--- config.mk ---
export PLATFORM = sky130hd
export DESIGN_NAME = fp16_acc_sequencer
export DESIGN_NICKNAME = d
export VERILOG_FILES = /design/src/rtl/fp16_pkg.sv /design/src/rtl/fp16_acc_sequencer.sv
export SDC_FILE = /design/constraint.sdc
export NUM_CORES = 1
export LEC_CHECK = 0
export BUFFER_PORTS_ARGS = -buffer_cell sky130_fd_sc_hd__buf_2
export CAP_MARGIN = 15
export CORE_ASPECT_RATIO = 0.5
export CORE_UTILIZATION = 45
export CTS_CLUSTER_DIAMETER = 120
export DETAILED_ROUTE_END_ITERATION = 8
export HOLD_SLACK_MARGIN = 0.12
export PLACE_DENSITY_LB_ADDON = 0.15
export SKIP_LAST_GASP = 1
export SLEW_MARGIN = 10
export SYNTH_ARGS = -nofsm -noshare
export SYNTH_HDL_FRONTEND = slang
export SYNTH_SLANG_ARGS = --single-unit
--- constraint.sdc ---
create_clock -name clk -period 5.3 [get_ports clk]
set_input_delay 0.53 -clock clk [delete_from_list [all_inputs] [get_ports clk]]
set_output_delay 0.53 -clock clk [all_outputs]
set_load 0.02 [all_outputs]
--- src/rtl/fp16_pkg.sv ---
// Shared fp16 definitions: operand width, canonical quiet NaN and the
// accumulation sequencer FSM state encoding.
package fp16_pkg;

  localparam int unsigned FP16_W = 16;
  localparam logic [FP16_W-1:0] FP16_QNAN = 16'h7E00;

  typedef enum logic [2:0] {
    ST_IDLE  = 3'd0,
    ST_ACC   = 3'd1,
    ST_START = 3'd2,
    ST_WAIT  = 3'd3,
    ST_CLEAR = 3'd4,
    ST_OUT   = 3'd5
  } acc_state_e;

endpackage

--- src/rtl/fp16_acc_sequencer.sv ---
// Sums fp16 operand vectors by driving an external adder's start/valid/clear
// handshake. Optional adder watchdog enabled by FP16_ACC_TIMEOUT_EN.
module fp16_acc_sequencer
  import fp16_pkg::*;
#(
  parameter int unsigned CNT_W          = 8,
  parameter int unsigned TIMEOUT_CYCLES = 64
) (
  input  logic              clk,
  input  logic              reset_b,
  input  logic              i_in_valid,
  input  logic [FP16_W-1:0] i_in_data,
  input  logic              i_in_last,
  output logic              o_in_ready,
  output logic              o_add_start,
  output logic [FP16_W-1:0] o_add_a,
  output logic [FP16_W-1:0] o_add_b,
  output logic              o_add_clear,
  input  logic              i_add_valid,
  input  logic [FP16_W-1:0] i_add_result,
  output logic              o_out_valid,
  output logic [FP16_W-1:0] o_out_data,
  output logic [CNT_W-1:0]  o_out_count,
`ifdef FP16_ACC_TIMEOUT_EN
  input  logic              i_out_ready,
  output logic              o_err
`else
  input  logic              i_out_ready
`endif
);

  acc_state_e        r_state;
  acc_state_e        w_state_nxt;
  logic [FP16_W-1:0] r_acc;
  logic [FP16_W-1:0] r_opnd;
  logic              r_last_q;
  logic [CNT_W-1:0]  r_cnt;
  logic [FP16_W-1:0] w_acc_nxt;
  logic [FP16_W-1:0] w_opnd_nxt;
  logic              w_last_nxt;
  logic [CNT_W-1:0]  w_cnt_nxt;
  logic [CNT_W-1:0]  w_cnt_inc;
  logic              w_timeout;

  logic              r_in_ready;
  logic              r_add_start;
  logic              r_add_clear;
  logic              r_out_valid;
  logic [FP16_W-1:0] r_out_data;
  logic [CNT_W-1:0]  r_out_count;

  assign w_cnt_inc = (r_cnt == '1) ? r_cnt : r_cnt + CNT_W'(1);

  // State register
  always_ff @(posedge clk or negedge reset_b) begin
    if (!reset_b) begin
      r_state <= ST_IDLE;
    end else begin
      r_state <= w_state_nxt;
    end
  end

  // Next-state and next datapath values
  always_comb begin
    w_state_nxt = r_state;
    w_acc_nxt   = r_acc;
    w_opnd_nxt  = r_opnd;
    w_last_nxt  = r_last_q;
    w_cnt_nxt   = r_cnt;
    case (r_state)
      ST_IDLE: begin
        if (i_in_valid && r_in_ready) begin
          w_acc_nxt   = i_in_data;
          w_cnt_nxt   = CNT_W'(1);
          w_state_nxt = i_in_last ? ST_OUT : ST_ACC;
        end
      end
      ST_ACC: begin
        if (i_in_valid && r_in_ready) begin
          w_opnd_nxt  = i_in_data;
          w_last_nxt  = i_in_last;
          w_cnt_nxt   = w_cnt_inc;
          w_state_nxt = ST_START;
        end
      end
      ST_START: w_state_nxt = ST_WAIT;
      ST_WAIT: begin
        if (i_add_valid) begin
          w_acc_nxt   = i_add_result;
          w_state_nxt = ST_CLEAR;
        end else if (w_timeout) begin
          w_acc_nxt   = FP16_QNAN;
          w_state_nxt = ST_CLEAR;
        end
      end
      ST_CLEAR: w_state_nxt = r_last_q ? ST_OUT : ST_ACC;
      ST_OUT: begin
        if (i_out_ready) begin
          w_state_nxt = ST_IDLE;
        end
      end
      default: w_state_nxt = ST_IDLE;
    endcase
  end

  // Datapath and outputs, registered from the next state
  always_ff @(posedge clk or negedge reset_b) begin
    if (!reset_b) begin
      r_acc       <= '0;
      r_opnd      <= '0;
      r_last_q    <= 1'b0;
      r_cnt       <= '0;
      r_in_ready  <= 1'b0;
      r_add_start <= 1'b0;
      r_add_clear <= 1'b0;
      r_out_valid <= 1'b0;
      r_out_data  <= '0;
      r_out_count <= '0;
    end else begin
      r_acc       <= w_acc_nxt;
      r_opnd      <= w_opnd_nxt;
      r_last_q    <= w_last_nxt;
      r_cnt       <= w_cnt_nxt;
      r_in_ready  <= (w_state_nxt == ST_IDLE) || (w_state_nxt == ST_ACC);
      r_add_start <= (w_state_nxt == ST_START);
      r_add_clear <= (w_state_nxt == ST_CLEAR);
      r_out_valid <= (w_state_nxt == ST_OUT);
      // Capture the result once on entry so it stays frozen while stalled
      if ((w_state_nxt == ST_OUT) && (r_state != ST_OUT)) begin
        r_out_data  <= w_acc_nxt;
        r_out_count <= w_cnt_nxt;
      end
    end
  end

`ifdef FP16_ACC_TIMEOUT_EN
  localparam int unsigned WD_W = $clog2(TIMEOUT_CYCLES + 1);

  logic [WD_W-1:0] r_wd_cnt;
  logic            r_err;

  assign w_timeout = (r_state == ST_WAIT) && !i_add_valid &&
                     (r_wd_cnt == WD_W'(TIMEOUT_CYCLES - 1));

  // Watchdog counts consecutive WAIT cycles; err is sticky until reset
  always_ff @(posedge clk or negedge reset_b) begin
    if (!reset_b) begin
      r_wd_cnt <= '0;
      r_err    <= 1'b0;
    end else begin
      r_wd_cnt <= ((r_state == ST_WAIT) && (w_state_nxt == ST_WAIT)) ?
                  r_wd_cnt + WD_W'(1) : '0;
      if (w_timeout) begin
        r_err <= 1'b1;
      end
    end
  end

  assign o_err = r_err;
`else
  logic [31:0] w_unused_cfg;

  assign w_timeout    = 1'b0;
  assign w_unused_cfg = 32'(TIMEOUT_CYCLES);
`endif

  assign o_in_ready  = r_in_ready;
  assign o_add_start = r_add_start;
  assign o_add_a     = r_acc;
  assign o_add_b     = r_opnd;
  assign o_add_clear = r_add_clear;
  assign o_out_valid = r_out_valid;
  assign o_out_data  = r_out_data;
  assign o_out_count = r_out_count;

endmodule

==> metrics.md <==
| Metric | Value |
|---|---|
| Status | `finished clean` |
| Routed WL | `6.97 mm` |
| FILL cells | `519` |
| R2R Path Start | `r_state[0]` |
| Syn_area_per_cell | `12.6 um2` |
| Final setup vio count | `0` |
| Port Buf Inserts | `97` |
| Largest net degree at the start of global routing | `73` |
| CP startpoint kind | `flip-flop` |
| FMAX | `305 MHz` |
| CTS root buf | `clkbuf_16` |
| Largest area contributor in the netlist | `dfrtp_1` |
| Initial antenna violation count | `0` |
| DR pass1 iterations | `4` |
| First-pass GRT wire length | `10.9 mm` |
| Power density over cell area | `678 nW/um2` |
| Total global routing overflow | `0` |
| Dpl hpwl | `4.63 mm` |
| Worst path cell trace | `nand2_1, nor3b_4, a211oi_2, a2111oi_4, buf_4, mux2_2` |
| Layout net count | `382` |
| Clock Skews | `6.68 ps` |
| Post-Syn Instances | `245` |
| Mean number of vias per cell | `5.23` |
| Max-slew violations | `0` |
| FP Rows | `20` |
| Pleak | `1.96 nW` |
| Critical Path AT | `3490 ps` |
| Clock Path Buffers | `2` |
| Post-CTS Setup Repair Bufs | `0` |
| Slew HR | `0.405` |
| Crit path launch | `r_state[0]` |
| Synth Register Bits | `72` |
| Design Power | `2.67 mW` |
| Via Count | `2282` |
| Post-Synthesis Cell Area | `3080 um2` |
| Post-DRT Antenna Nets | `0` |
| TritonCTS Sinks | `72` |
| Slowest stage cell, crit path | `dfrtp_1` |
| Total CTS buffers | `9` |
| CTS tree | `built` |
| Ant diodes | `0` |
| Die Wd | `119 um` |
| Vias in the first global route | `2371` |
| CP max FO | `23` |
| Cts hold-fix bufs | `0` |
| Mean routed wirelength per cell | `16.0 um` |
| # IOs | `98` |
| Area growth syn-to-layout | `28.0%` |
| GPL Wtd Cong | `0.762` |
| Die footprint | `7200 um2` |
| Max Cap Viol | `0` |
| Layout cell share with drive strength beyond 1 | `0.414` |
| VDD IR-drop max | `0.352 mV` |
| Ranking of synthesized cells by area | `dfrtp_1 (58%), mux2_2 (8.8%), mux2_1 (6.2%), a22oi_1 (4.1%), o21ai_0 (2.8%)` |
| CTS H-tree depth | `3` |
| Final hold vios | `0` |
| Starting Density | `0.487` |
| Crit-path max cell delay | `830 ps` |
| Final Critical Period | `3280 ps` |
| Synth warn | `0` |
| Chip height | `60.5 um` |
| Net Count, Synth | `284` |
| Fin crit share | `0.619` |
| GRT Util Overall | `0.203` |
| CP required | `5510 ps` |
| Iteration-0 DRC Markers | `123` |
| Worst slew pin tran | `893 ps` |
| Number of remaining DRC errors | `0` |
| WS Path Type | `reg -> reg` |
| TNS Setup | `0 ps` |
| RSZ-0062 raised after global routing | `no` |
| Core area | `6330 um2` |
| Clock slew at reported path FFs | `60 ps` |
| Seq/Total Area, Yosys | `0.585` |
| Clock Latency Late Sink | `330 ps` |
| Post-cts resize count | `0` |
| Crit path capture type | `flip-flop` |
| Worst hold margin | `411 ps` |
| Worst min path class | `in -> async` |
| Unique masters post-synth | `41` |
| Synth top area share | `0.585` |
==> where the power goes <==
part	internal, mW	switching, mW
clock	0.424	0.219
combinational	0.409	0.647
sequential	0.793	0.180
total	1.63	1.05
==> state kept, by name, summed over array words and instances, names as in the netlist <==
register / flops
r_cnt: 8
o_in_ready: 1
o_add_b: 16
o_out_valid: 1
o_add_start: 1
o_out_count: 8
o_out_data: 16
o_add_clear: 1
r_state: 3
r_last_q: 1
o_add_a: 16
==> worst paths after layout <==
path	end	slack, ps	cells past startpoint
worst min register to register	o_out_count[5]	480	1
worst max register to register	o_out_data[11]	2020	6
worst max-delay path	o_out_data[11]	2020	6
worst min-delay path	o_add_a[12]	410	2
min in group clk	o_add_b[14]	450	2
max in group asynchronous	o_add_b[3]	4310	2
==> critical path, delay by kind of cell (launching register included) <==
| family | cells | cell delay (ps) |
|---|---|---|
| multiplexers | 1 | 380 |
| flip-flops | 1 | 830 |
| AO/OA/AOI/OAI | 2 | 520 |
| buffers and inverters | 1 | 380 |
| AND/OR/NAND/NOR | 2 | 1030 |
==> per-layer routing <==
| layer | vias to the layer above | global-route usage | part of all wire |
|---|---|---|---|
| met3 | 4 | 0.0865 | 0.061 |
| li1 | 1075 | - | - |
| met4 | 0 | 0.0723 | 0.0056 |
| met1 | 1145 | 0.226 | 0.44 |
| met2 | 58 | 0.360 | 0.50 |
| met5 | - | 0 | 0 |
==> synth_stat cells, drive strengths merged <==
cell type  number
dfrtp          72
mux2           41
inv            20
a22oi          17
o21ai          17
nor2           11
a21oi          10
buf             9
nand2           7
nand3           5
and3            4
clkbuf          3
nand2b          3
a211o           2
a31oi           2
nand4           2
nor3b           2
o211ai          2
a2111oi         1
a211oi          1
a2bb2oi         1
a32oi           1
and4            1
ha              1
mux2i           1
nand4bb         1
nor2b           1
nor3            1
nor4b           1
nor4bb          1
o2111ai         1
o221ai          1
o22a            1
or3             1
==> placed cells by master, fill, tap and decap left out, types with 3 or more instances in the layout <==
| cell | synthesis | final |
|---|---|---|
| and3_1 | 4 | 4 |
| nor2_1 | 10 | 10 |
| mux2_2 | 24 | 24 |
| nand3_1 | 5 | 5 |
| buf_2 | 4 | 97 |
| o21ai_0 | 17 | 17 |
| clkbuf_16 | 0 | 9 |
| nand2_1 | 7 | 7 |
| a21oi_1 | 9 | 9 |
| nand2b_1 | 3 | 3 |
| a22oi_1 | 17 | 17 |
| mux2_1 | 17 | 17 |
| dfrtp_1 | 72 | 72 |
| inv_1 | 20 | 20 |
==> area by class of cell <==
class / instances / area, um2 / area share
sequential: 72 / 1800 / 0.457
tap: 88 / 110 / 0.0279
clock buffer: 11 / 243 / 0.0615
clock inverter: 5 / 80.1 / 0.0203
multi-input combinational: 141 / 1130 / 0.287
timing repair buffer: 99 / 500 / 0.127
inverter: 20 / 75.1 / 0.0190
==> cells by family after synthesis <==
group | share of synthesized area
flops | 0.585
buf+inv | 0.0491
fa+ha+maj | 0.00406
mux | 0.153
simple gates | 0.0804
compound gates | 0.128
==> stage by stage <==
step,util,std cells,worst slack [ps],area [um2]
2_1_floorplan,-,245,3200,3080
3_3_place_gp,0.571,420,2180,3610
3_5_place_dp,0.571,420,2050,3610
4_1_cts,0.622,436,2040,3940
5_1_grt,0.623,436,1750,3940
6_report,0.623,436,2020,3940
(Power assumes the default switching activity.)
